==> src/rtl/cpu_pkg.sv <==
// Shared definitions for the ID/EX pipeline slice.
// Holds the default datapath/index widths, the hardwired-zero register
// index, the ALU operation encodings and the forwarding-select type used
// by the operand muxes.
package cpu_pkg;

  localparam int DW_DEF = 32;
  localparam int RW_DEF = 5;

  // Register 0 is hardwired to zero and must never be a forwarding target.
  localparam logic [RW_DEF-1:0] REG_ZERO = 5'd0;

  // ALU operation encodings (classic MIPS-style control values).
  localparam logic [3:0] ALU_AND    = 4'b0000;
  localparam logic [3:0] ALU_OR     = 4'b0001;
  localparam logic [3:0] ALU_ADD    = 4'b0010;
  localparam logic [3:0] ALU_SUB    = 4'b0110;
  localparam logic [3:0] ALU_SLT    = 4'b0111;
  localparam logic [3:0] ALU_NOR    = 4'b1100;
  // A bubble carries the all-zero operation code.
  localparam logic [3:0] ALU_BUBBLE = 4'b0000;

  // Which source an operand mux hands to the ALU.
  typedef enum logic [1:0] {
    FWD_REG   = 2'd0,
    FWD_EXMEM = 2'd1,
    FWD_MEMWB = 2'd2
  } fwd_sel_e;

endpackage

==> src/rtl/id_ex_if.sv <==
// Bundle of every signal crossing the ID/EX boundary: ID-stage inputs,
// pipeline control (stall/flush), both forwarding sources, and the
// EX-stage outputs toward the ALU, memory stage and hazard unit.
// Modports:
//   master - the surrounding pipeline; drives ID inputs and forwarding.
//   slave  - the id_ex register itself.
interface id_ex_if import cpu_pkg::*; #(
  parameter int DW = DW_DEF,
  parameter int RW = RW_DEF
);
  logic          id_valid;
  logic [DW-1:0] id_rs_val;
  logic [DW-1:0] id_rt_val;
  logic [DW-1:0] id_imm;
  logic [RW-1:0] id_rs;
  logic [RW-1:0] id_rt;
  logic [RW-1:0] id_rd;
  logic [3:0]    id_aluop;
  logic          id_alusrc;
  logic          id_regwrite;
  logic          id_memread;
  logic          id_memwrite;
  logic          stall;
  logic          flush;
  logic          exmem_regwrite;
  logic [RW-1:0] exmem_rd;
  logic [DW-1:0] exmem_result;
  logic          memwb_regwrite;
  logic [RW-1:0] memwb_rd;
  logic [DW-1:0] memwb_result;
  logic [DW-1:0] A;
  logic [DW-1:0] B;
  logic [3:0]    ALUop;
  logic [DW-1:0] ex_store_data;
  logic          ex_valid;
  logic          ex_regwrite;
  logic          ex_memread;
  logic          ex_memwrite;
  logic [RW-1:0] ex_rd;
  logic          load_use;

  modport master (
    output id_valid, id_rs_val, id_rt_val, id_imm, id_rs, id_rt, id_rd,
           id_aluop, id_alusrc, id_regwrite, id_memread, id_memwrite,
           stall, flush, exmem_regwrite, exmem_rd, exmem_result,
           memwb_regwrite, memwb_rd, memwb_result,
    input  A, B, ALUop, ex_store_data, ex_valid, ex_regwrite, ex_memread,
           ex_memwrite, ex_rd, load_use
  );

  modport slave (
    input  id_valid, id_rs_val, id_rt_val, id_imm, id_rs, id_rt, id_rd,
           id_aluop, id_alusrc, id_regwrite, id_memread, id_memwrite,
           stall, flush, exmem_regwrite, exmem_rd, exmem_result,
           memwb_regwrite, memwb_rd, memwb_result,
    output A, B, ALUop, ex_store_data, ex_valid, ex_regwrite, ex_memread,
           ex_memwrite, ex_rd, load_use
  );
endinterface

==> src/rtl/id_ex_fwd_mux.sv <==
// Operand forwarding mux for one source register.
// Ports:
//   i_idx            - registered source index held in EX
//   i_reg_val        - registered operand value held in EX
//   i_exmem_*        - EX/MEM writeback candidate (highest priority)
//   i_memwb_*        - MEM/WB writeback candidate
//   o_val            - operand after forwarding
module fwd_mux import cpu_pkg::*; #(
  parameter int DW = DW_DEF,
  parameter int RW = RW_DEF
) (
  input  logic [RW-1:0] i_idx,
  input  logic [DW-1:0] i_reg_val,
  input  logic          i_exmem_regwrite,
  input  logic [RW-1:0] i_exmem_rd,
  input  logic [DW-1:0] i_exmem_result,
  input  logic          i_memwb_regwrite,
  input  logic [RW-1:0] i_memwb_rd,
  input  logic [DW-1:0] i_memwb_result,
  output logic [DW-1:0] o_val
);

  logic     w_idx_nz;
  fwd_sel_e w_sel;

  assign w_idx_nz = (i_idx != RW'(REG_ZERO));

  // Pick the youngest in-flight producer of this register; the older
  // stage only wins when the younger one does not match.
  always_comb begin
    w_sel = FWD_REG;
    if (w_idx_nz && i_exmem_regwrite && (i_exmem_rd == i_idx)) begin
      w_sel = FWD_EXMEM;
    end else if (w_idx_nz && i_memwb_regwrite && (i_memwb_rd == i_idx)) begin
      w_sel = FWD_MEMWB;
    end else begin
      w_sel = FWD_REG;
    end
  end

  // Route the selected source to the operand.
  always_comb begin
    o_val = i_reg_val;
    case (w_sel)
      FWD_EXMEM: o_val = i_exmem_result;
      FWD_MEMWB: o_val = i_memwb_result;
      FWD_REG:   o_val = i_reg_val;
      default:   o_val = i_reg_val;
    endcase
  end

endmodule

==> src/rtl/id_ex.sv <==
// ID/EX pipeline register with operand forwarding and load-use detection.
// Ports:
//   clk   - rising-edge clock
//   reset - synchronous, active-high; clears every register
//   bus   - id_ex_if.slave: ID inputs, stall/flush, forwarding sources,
//           ALU operands, registered controls and the load_use request
// Priority at each edge: reset > flush > stall > normal load.
module id_ex import cpu_pkg::*; #(
  parameter int DW = DW_DEF,
  parameter int RW = RW_DEF
) (
  input  logic     clk,
  input  logic     reset,
  id_ex_if.slave   bus
);

  logic          r_valid;
  logic          r_regwrite;
  logic          r_memread;
  logic          r_memwrite;
  logic          r_alusrc;
  logic [3:0]    r_aluop;
  logic [RW-1:0] r_rs;
  logic [RW-1:0] r_rt;
  logic [RW-1:0] r_rd;
  logic [DW-1:0] r_rs_val;
  logic [DW-1:0] r_rt_val;
  logic [DW-1:0] r_imm;

  logic [DW-1:0] w_rs_fwd;
  logic [DW-1:0] w_rt_fwd;
  logic [DW-1:0] w_b;
  logic          w_load_use;

  fwd_mux #(.DW(DW), .RW(RW)) u_fwd_rs (
    .i_idx            (r_rs),
    .i_reg_val        (r_rs_val),
    .i_exmem_regwrite (bus.exmem_regwrite),
    .i_exmem_rd       (bus.exmem_rd),
    .i_exmem_result   (bus.exmem_result),
    .i_memwb_regwrite (bus.memwb_regwrite),
    .i_memwb_rd       (bus.memwb_rd),
    .i_memwb_result   (bus.memwb_result),
    .o_val            (w_rs_fwd)
  );

  fwd_mux #(.DW(DW), .RW(RW)) u_fwd_rt (
    .i_idx            (r_rt),
    .i_reg_val        (r_rt_val),
    .i_exmem_regwrite (bus.exmem_regwrite),
    .i_exmem_rd       (bus.exmem_rd),
    .i_exmem_result   (bus.exmem_result),
    .i_memwb_regwrite (bus.memwb_regwrite),
    .i_memwb_rd       (bus.memwb_rd),
    .i_memwb_result   (bus.memwb_result),
    .o_val            (w_rt_fwd)
  );

  // EX-stage register. A flush only kills the controls (data is left as
  // is since a bubble never uses it). A stall re-captures the forwarded
  // operands so a producer retiring during the stall is not lost.
  always_ff @(posedge clk) begin
    if (reset) begin
      r_valid    <= 1'b0;
      r_regwrite <= 1'b0;
      r_memread  <= 1'b0;
      r_memwrite <= 1'b0;
      r_alusrc   <= 1'b0;
      r_aluop    <= ALU_BUBBLE;
      r_rs       <= '0;
      r_rt       <= '0;
      r_rd       <= '0;
      r_rs_val   <= '0;
      r_rt_val   <= '0;
      r_imm      <= '0;
    end else if (bus.flush) begin
      r_valid    <= 1'b0;
      r_regwrite <= 1'b0;
      r_memread  <= 1'b0;
      r_memwrite <= 1'b0;
      r_alusrc   <= 1'b0;
      r_aluop    <= ALU_BUBBLE;
    end else if (bus.stall) begin
      r_rs_val   <= w_rs_fwd;
      r_rt_val   <= w_rt_fwd;
    end else begin
      r_valid    <= bus.id_valid;
      r_regwrite <= bus.id_regwrite;
      r_memread  <= bus.id_memread;
      r_memwrite <= bus.id_memwrite;
      r_alusrc   <= bus.id_alusrc;
      r_aluop    <= bus.id_aluop;
      r_rs       <= bus.id_rs;
      r_rt       <= bus.id_rt;
      r_rd       <= bus.id_rd;
      r_rs_val   <= bus.id_rs_val;
      r_rt_val   <= bus.id_rt_val;
      r_imm      <= bus.id_imm;
    end
  end

  // Second ALU operand: immediate or forwarded rt.
  always_comb begin
    w_b = w_rt_fwd;
    if (r_alusrc) begin
      w_b = r_imm;
    end else begin
      w_b = w_rt_fwd;
    end
  end

  // A load in EX whose destination is read by the instruction in ID
  // cannot be forwarded in time, so request a stall.
  always_comb begin
    w_load_use = 1'b0;
    if (r_valid && r_memread && (r_rd != RW'(REG_ZERO)) && bus.id_valid &&
        ((r_rd == bus.id_rs) || (r_rd == bus.id_rt))) begin
      w_load_use = 1'b1;
    end else begin
      w_load_use = 1'b0;
    end
  end

  assign bus.A             = w_rs_fwd;
  assign bus.B             = w_b;
  assign bus.ALUop         = r_aluop;
  assign bus.ex_store_data = w_rt_fwd;
  assign bus.ex_valid      = r_valid;
  assign bus.ex_regwrite   = r_regwrite;
  assign bus.ex_memread    = r_memread;
  assign bus.ex_memwrite   = r_memwrite;
  assign bus.ex_rd         = r_rd;
  assign bus.load_use      = w_load_use;

endmodule

==> src/flat_wrapper.sv <==
// flat-port wrapper written by rule: the top's interface ports become plain ports
module id_ex_flat import cpu_pkg::*;
#(
  parameter int DW = DW_DEF,
  parameter int RW = RW_DEF
)
  (clk, reset, bus_id_valid, bus_id_rs_val, bus_id_rt_val, bus_id_imm, bus_id_rs, bus_id_rt, bus_id_rd, bus_id_aluop, bus_id_alusrc, bus_id_regwrite, bus_id_memread, bus_id_memwrite, bus_stall, bus_flush, bus_exmem_regwrite, bus_exmem_rd, bus_exmem_result, bus_memwb_regwrite, bus_memwb_rd, bus_memwb_result, bus_A, bus_B, bus_ALUop, bus_ex_store_data, bus_ex_valid, bus_ex_regwrite, bus_ex_memread, bus_ex_memwrite, bus_ex_rd, bus_load_use);
  id_ex_if #(.DW(DW), .RW(RW)) bus_i ();
  input  logic clk;
  input  logic reset;
  input wire logic [$bits(bus_i.id_valid)-1:0] bus_id_valid;
  input wire logic [$bits(bus_i.id_rs_val)-1:0] bus_id_rs_val;
  input wire logic [$bits(bus_i.id_rt_val)-1:0] bus_id_rt_val;
  input wire logic [$bits(bus_i.id_imm)-1:0] bus_id_imm;
  input wire logic [$bits(bus_i.id_rs)-1:0] bus_id_rs;
  input wire logic [$bits(bus_i.id_rt)-1:0] bus_id_rt;
  input wire logic [$bits(bus_i.id_rd)-1:0] bus_id_rd;
  input wire logic [$bits(bus_i.id_aluop)-1:0] bus_id_aluop;
  input wire logic [$bits(bus_i.id_alusrc)-1:0] bus_id_alusrc;
  input wire logic [$bits(bus_i.id_regwrite)-1:0] bus_id_regwrite;
  input wire logic [$bits(bus_i.id_memread)-1:0] bus_id_memread;
  input wire logic [$bits(bus_i.id_memwrite)-1:0] bus_id_memwrite;
  input wire logic [$bits(bus_i.stall)-1:0] bus_stall;
  input wire logic [$bits(bus_i.flush)-1:0] bus_flush;
  input wire logic [$bits(bus_i.exmem_regwrite)-1:0] bus_exmem_regwrite;
  input wire logic [$bits(bus_i.exmem_rd)-1:0] bus_exmem_rd;
  input wire logic [$bits(bus_i.exmem_result)-1:0] bus_exmem_result;
  input wire logic [$bits(bus_i.memwb_regwrite)-1:0] bus_memwb_regwrite;
  input wire logic [$bits(bus_i.memwb_rd)-1:0] bus_memwb_rd;
  input wire logic [$bits(bus_i.memwb_result)-1:0] bus_memwb_result;
  output wire logic [$bits(bus_i.A)-1:0] bus_A;
  output wire logic [$bits(bus_i.B)-1:0] bus_B;
  output wire logic [$bits(bus_i.ALUop)-1:0] bus_ALUop;
  output wire logic [$bits(bus_i.ex_store_data)-1:0] bus_ex_store_data;
  output wire logic [$bits(bus_i.ex_valid)-1:0] bus_ex_valid;
  output wire logic [$bits(bus_i.ex_regwrite)-1:0] bus_ex_regwrite;
  output wire logic [$bits(bus_i.ex_memread)-1:0] bus_ex_memread;
  output wire logic [$bits(bus_i.ex_memwrite)-1:0] bus_ex_memwrite;
  output wire logic [$bits(bus_i.ex_rd)-1:0] bus_ex_rd;
  output wire logic [$bits(bus_i.load_use)-1:0] bus_load_use;
  assign bus_i.id_valid = bus_id_valid;
  assign bus_i.id_rs_val = bus_id_rs_val;
  assign bus_i.id_rt_val = bus_id_rt_val;
  assign bus_i.id_imm = bus_id_imm;
  assign bus_i.id_rs = bus_id_rs;
  assign bus_i.id_rt = bus_id_rt;
  assign bus_i.id_rd = bus_id_rd;
  assign bus_i.id_aluop = bus_id_aluop;
  assign bus_i.id_alusrc = bus_id_alusrc;
  assign bus_i.id_regwrite = bus_id_regwrite;
  assign bus_i.id_memread = bus_id_memread;
  assign bus_i.id_memwrite = bus_id_memwrite;
  assign bus_i.stall = bus_stall;
  assign bus_i.flush = bus_flush;
  assign bus_i.exmem_regwrite = bus_exmem_regwrite;
  assign bus_i.exmem_rd = bus_exmem_rd;
  assign bus_i.exmem_result = bus_exmem_result;
  assign bus_i.memwb_regwrite = bus_memwb_regwrite;
  assign bus_i.memwb_rd = bus_memwb_rd;
  assign bus_i.memwb_result = bus_memwb_result;
  assign bus_A = bus_i.A;
  assign bus_B = bus_i.B;
  assign bus_ALUop = bus_i.ALUop;
  assign bus_ex_store_data = bus_i.ex_store_data;
  assign bus_ex_valid = bus_i.ex_valid;
  assign bus_ex_regwrite = bus_i.ex_regwrite;
  assign bus_ex_memread = bus_i.ex_memread;
  assign bus_ex_memwrite = bus_i.ex_memwrite;
  assign bus_ex_rd = bus_i.ex_rd;
  assign bus_load_use = bus_i.load_use;
  id_ex #(.DW(DW), .RW(RW)) u_core (.clk(clk), .reset(reset), .bus(bus_i));
endmodule
==> config.mk <==
export PLATFORM = sky130hd
export DESIGN_NAME = id_ex_flat
export DESIGN_NICKNAME = d
export VERILOG_FILES = /design/src/rtl/cpu_pkg.sv /design/src/rtl/id_ex_if.sv /design/src/rtl/id_ex_fwd_mux.sv /design/src/rtl/id_ex.sv /design/src/flat_wrapper.sv
export SDC_FILE = /design/constraint.sdc
export NUM_CORES = 1
export LEC_CHECK = 0
export ABC_AREA = 1
export CAP_MARGIN = 0
export CORE_AREA = 8 8 140 142
export DETAILED_ROUTE_END_ITERATION = 6
export DIE_AREA = 0 0 148 150
export GPL_TIMING_DRIVEN = 0
export PLACE_DENSITY = 0.81
export SETUP_SLACK_MARGIN = 0.15
export SYNTH_ARGS = -nofsm -noshare
export SYNTH_HDL_FRONTEND = slang
export SYNTH_SLANG_ARGS = --single-unit
==> constraint.sdc <==
create_clock -name clk -period 1.7 [get_ports clk]
set_input_delay 0.34 -clock clk [delete_from_list [all_inputs] [get_ports clk]]
set_output_delay 0.34 -clock clk [all_outputs]
set_load 0.05 [all_outputs]
==> key figures, run 1 <==
Run status
  – Status: stopped before the end
  – Fail Step: global routing (5_1_grt)
  – First Error: [ERROR GRT-0232] Routing congestion too high. Check the congestion heatmap in the GUI.

Synthesis
  – Yosys cell types: 29
  – Post-synth top flop: dfxtp_1
  – Seq/Total Area, Yosys: 31.9%
  – Synth Net Count: 1332
  – Gate Count Post-Synth: 1132
  – Cell area after synthesis: 7530 um2
  – Top post-synthesis cells by area: dfxtp_1 (32%), nand2_1 (17%), nand3_2 (12%), nor2_1 (8.6%), nand3_1 (7.1%)
  – Top cell type by total area after synthesis: dfxtp_1
  – Mean Syn Cell Area: 6.65 um2
  – Syn. warnings: 0
  – #FFs+latches synth: 120
  – Share of flip-flops with an asynchronous set or reset: 0%
  – Number of synthesized flops with an enable pin: 0
  – Top cell type's share of synthesized area: 31.9%

Clock tree
  – Root Buffer: clkbuf_16
  – CTS Hold Bufs: 0
  – TritonCTS Buffers: 17
  – Sink Count: 120
  – Max Buffers Root-to-Sink: 2
  – # H-tree levels: 4

Floorplanning
  – # rows: 49
  – Die width: 148 um
  – I/O pin count: 310
  – Die Ht: 150 um
  – Initial Util: 42.9%

Placed design
  – Routability congestion estimate: 0.915
  – Dpl hpwl: 27900 um
  – I/O Buffers: 306

Global route
  – Grt ovf: 545
  – Gr usage total: 83.4%
  – Largest net degree at the start of global routing: 17

STA
  – Worst End Pin Type: top-level output
  – Worst EP post-GRT repair: bus_B[20]
## metrics by stage
step                util [%]  TNS [ns]  instance area [um2]  cells  worst slack (ns)
floorplan                  -     -6.43                 9480   1132            -0.208
global placement        73.2   -183.99                12800   1667             -1.58
detailed placement      73.2   -189.17                12800   1667             -1.59
CTS                     88.0    -69.88                15400   1773            -0.813
## Yosys cell counts, types with 4 or more instances
cell type / n
o21ai_1: 41
nand3_2: 91
clkbuf_1: 37
o21ai_0: 48
nand2_1: 335
buf_1: 7
a21oi_2: 5
nor2_2: 5
a21oi_1: 40
dfxtp_1: 120
buf_8: 5
xor2_1: 4
buf_6: 13
inv_1: 20
a22oi_1: 23
nand2_2: 4
nand3_1: 107
buf_2: 19
xnor2_1: 8
nor2_1: 172
inv_2: 12
## logic make-up after synthesis
logic type	synth area share (%)
AO/OA/AOI/OAI	11.4
XOR/XNOR	1.40
buffers and inverters	8.39
flip-flops	31.9
AND/OR/NAND/NOR	46.9
## layer usage
layer / GRT usage [%] / GRT overflow
met5: 32.4 / 0
met4: 96.1 / 198
met3: 70.2 / 4
met2: 100 / 340
met1: 77.7 / 3
## what timing repair did
action	4_1_cts
pin swaps	89
endpoints found under the setup margin	184
gates cloned	19
buffers inserted	55
gates resized for setup	966
==> run 2, diff against run 1 <==
Settings changed: CORE_AREA 8 8 140 142 to 8 8 156 158, DIE_AREA 0 0 148 150 to 0 0 164 166, PLACE_DENSITY 0.81 to default, PLACE_DENSITY_LB_ADDON from default to 0.15, SETUP_SLACK_MARGIN 0.15 to default.
==> key figures, run 2 <==
Run status
  – Status: finished, violations left
  – Failing checks: negative setup slack

Final layout
  – Non-filler cells, final: 1846
  – Share of cells above drive strength 1: 44.5%
  – Multi-input gate area: 7090 um2
  – Most frequent cells in the layout: nand2_1 (208), clkdlybuf4s50_1 (184), nor2_1 (164)
  – Register Area: 2450 um2
  – Fillers: 1526
  – Largest regs: u_core.r_imm (32), u_core.r_rs_val (32), u_core.r_rt_val (32)
  – Final nets: 1743
  – Synthesis-to-finish area growth: 114%
  – Commonest non-fill, non-tap cell in the layout: nand2_1

Floorplanning
  – # rows: 55
  – I/O pin count: 310
  – Die Ht: 166 um
  – Die area: 27200 um2
  – Initial Util: 34.1%
  – Core Region: 22100 um2
  – Die width: 164 um

STA
  – Worst-Margin Slew: 0.963 ns
  – Fmax: 0.394 GHz
  – Final worst slack: -0.841 ns
  – Worst Skew: 0.00965 ns
  – Headroom to the max-slew limit: 35.8%
  – Fin. max-slew vios: 0
  – Period utilization: 149%
  – Final setup fails: 148
  – Fin crit period: 2.54 ns
  – Hold_ws: 0.289 ns
  – RSZ-0062 raised after global routing: yes
  – Final hold vios: 0
  – Setup_tns: -77.99 ns

Clock tree
  – Clk Latency, worst-skew pair: 0.44 ns
  – Root Buffer: clkbuf_16
  – TritonCTS Buffers: 17
  – # H-tree levels: 4
  – Clk slew on worst S/H paths: 0.06 ns
  – Max Buffers Root-to-Sink: 2
  – CTS tree: yes
  – Sink Count: 120

Synthesis
  – Mean Syn Cell Area: 6.65 um2
  – Yosys cell types: 29
  – Number of synthesized flops with an enable pin: 0
  – Most common cell in the netlist: nand2_1
  – Gate Count Post-Synth: 1132
  – Synth Net Count: 1332
  – Seq/Total Area, Yosys: 31.9%
  – #FFs+latches synth: 120
  – Share of flip-flops with an asynchronous set or reset: 0%
  – Synth top cells by count: nand2_1 (335), nor2_1 (172), dfxtp_1 (120)
  – Top cell type by total area after synthesis: dfxtp_1
  – Syn. warnings: 0
  – Top post-synthesis cells by area: dfxtp_1 (32%), nand2_1 (17%), nand3_2 (12%), nor2_1 (8.6%), nand3_1 (7.1%)
  – Top cell type's share of synthesized area: 31.9%
  – Post-synth top flop: dfxtp_1
  – Cell area after synthesis: 7530 um2

Worst setup path
  – Largest fanout on the critical path: 10
  – Arrival time at the worst endpoint: 2.20 ns
  – Worst Path Required: 1.36 ns
  – Crit path launch type: register
  – Worst r2r src: u_core.r_rs[3]
  – Worst Reg-to-Reg Cells: 12
  – CP Class: reg -> out
  – Worst Setup End Kind: output port
  – Reg2reg setup slack: -0.35 ns
  – R2r endpoint: u_core.r_rs_val[25]

Route
  – Number of DRC violations after detailed-routing iteration 0: 774
  – DR WL/cell: 22.7 um
  – DR vias/cell: 5.33
  – Routed wire length: 42000 um
  – Total vias in the final route: 9841
  – Final ANT Viol Nets: 0
  – Drt drc: 0
  – Pre-antenna DRT Iters: 7

Pwr
  – VDD IR max: 0.516 mV
  – Lkg Pwr: 7.06 nW
  – Pwr Total: 0.0105 W
  – Power Dens Cells: 654 nW/um2

Placed design
  – Placed Cells: 1723
  – Routability congestion estimate: 0.890
  – DP Worst Slack: -1.62 ns
  – Dpl hpwl: 27900 um
  – I/O Buffers: 306

Global route
  – Gr usage total: 27.4%
  – Largest net degree at the start of global routing: 17
  – Vias in the first global route: 9804
  – Grt ovf: 0
  – Initial antenna violation count: 6
  – Global-route wire length before repair: 57400 um

Min path
  – Worst hold endpoint: u_core.r_rt_val[31]
  – Cell depth of the worst min-delay path: 2
  – Hold Path Origin: reset
  – HP Class: in -> reg

Run
  – Max cap viols: 0
run 2: cell counts after synthesis:
Identical to the previous run, type by type.
run 2: metal layers:
metal	vias up	share of wire (%)	track usage, %
met5	-	0.064	0
met4	4	3.6	9.69
met3	109	9.0	8.68
met2	496	50	45.8
met1	4673	38	32.1
li1	4559	-	-
run 2: worst max-delay path: stages, from the launching register on:
cell and delay [ns]:
dfxtp_4 0.37, nor2_2 0.12, nand3_2 0.11, inv_2 0.10, nor2_4 0.05, nand2_4 0.11, buf_12 0.15, buf_12 0.15
nand3_2 0.13, nand3_4 0.15, nand2_2 0.08, nand2_4 0.08, buf_8 0.14
run 2: power breakdown:
part	leakage [nW]	switching (W)	internal, W	total [W]
sequential	0.995	0.000170	0.00298	0.00315
combinational	5.79	0.00208	0.00160	0.00368
clock	0.278	0.00160	0.00209	0.00368
run 2: cell type report:
type | instances | area share (%)
multi-input combinational | 894 | 44.0
timing repair buffer | 393 | 29.0
sequential | 120 | 15.2
buffer | 83 | 4.87
clock buffer | 18 | 2.73
tap | 285 | 2.22
inverter | 34 | 0.995
clock inverter | 14 | 0.855
antenna | 5 | 0.0777
run 2: worst max path at each step:
| stage | from | end | slack (ns) |
|---|---|---|---|
| 4_1_cts | u_core.r_rt[4] | bus_B[4] | -0.83 |
| 2_1_floorplan | u_core.r_rt[1] | bus_B[21] | -0.21 |
| 3_5_place_dp | bus_exmem_rd[3] | bus_B[11] | -1.62 |
| 6_report | u_core.r_rt[2] | bus_B[30] | -0.84 |
| 3_3_place_gp | bus_exmem_rd[3] | bus_B[11] | -1.63 |
| 5_1_grt | u_core.r_rt[3] | bus_B[30] | -0.92 |
run 2: cells by family (layout without fill, tap and decap cells):
family,count (synthesis),in the layout,synth area share [%]
simple gates,725,725,46.9
flops,120,120,31.9
other cells,0,5,0
buf+inv,118,542,8.39
compound gates,157,157,11.4
xor+xnor,12,12,1.40
run 2: through the flow:
stage / utilization (%) / instance area, um2
global route: 72.9 / 16100
finish: 72.9 / 16100
global placement: 54.9 / 12100
floorplan: - / 8720
detailed placement: 54.9 / 12100
CTS: 66.2 / 14600
run 2: timing repair:
item / in CTS / in global routing
hold buffers: 0 / 0
setup buffers: 41 / 33
setup endpoints to repair: 174 / 189
pin swaps: 54 / 87
cloned: 11 / 10
gates resized for setup: 946 / 280
Note: power is estimated with default switching activity, not from simulation.
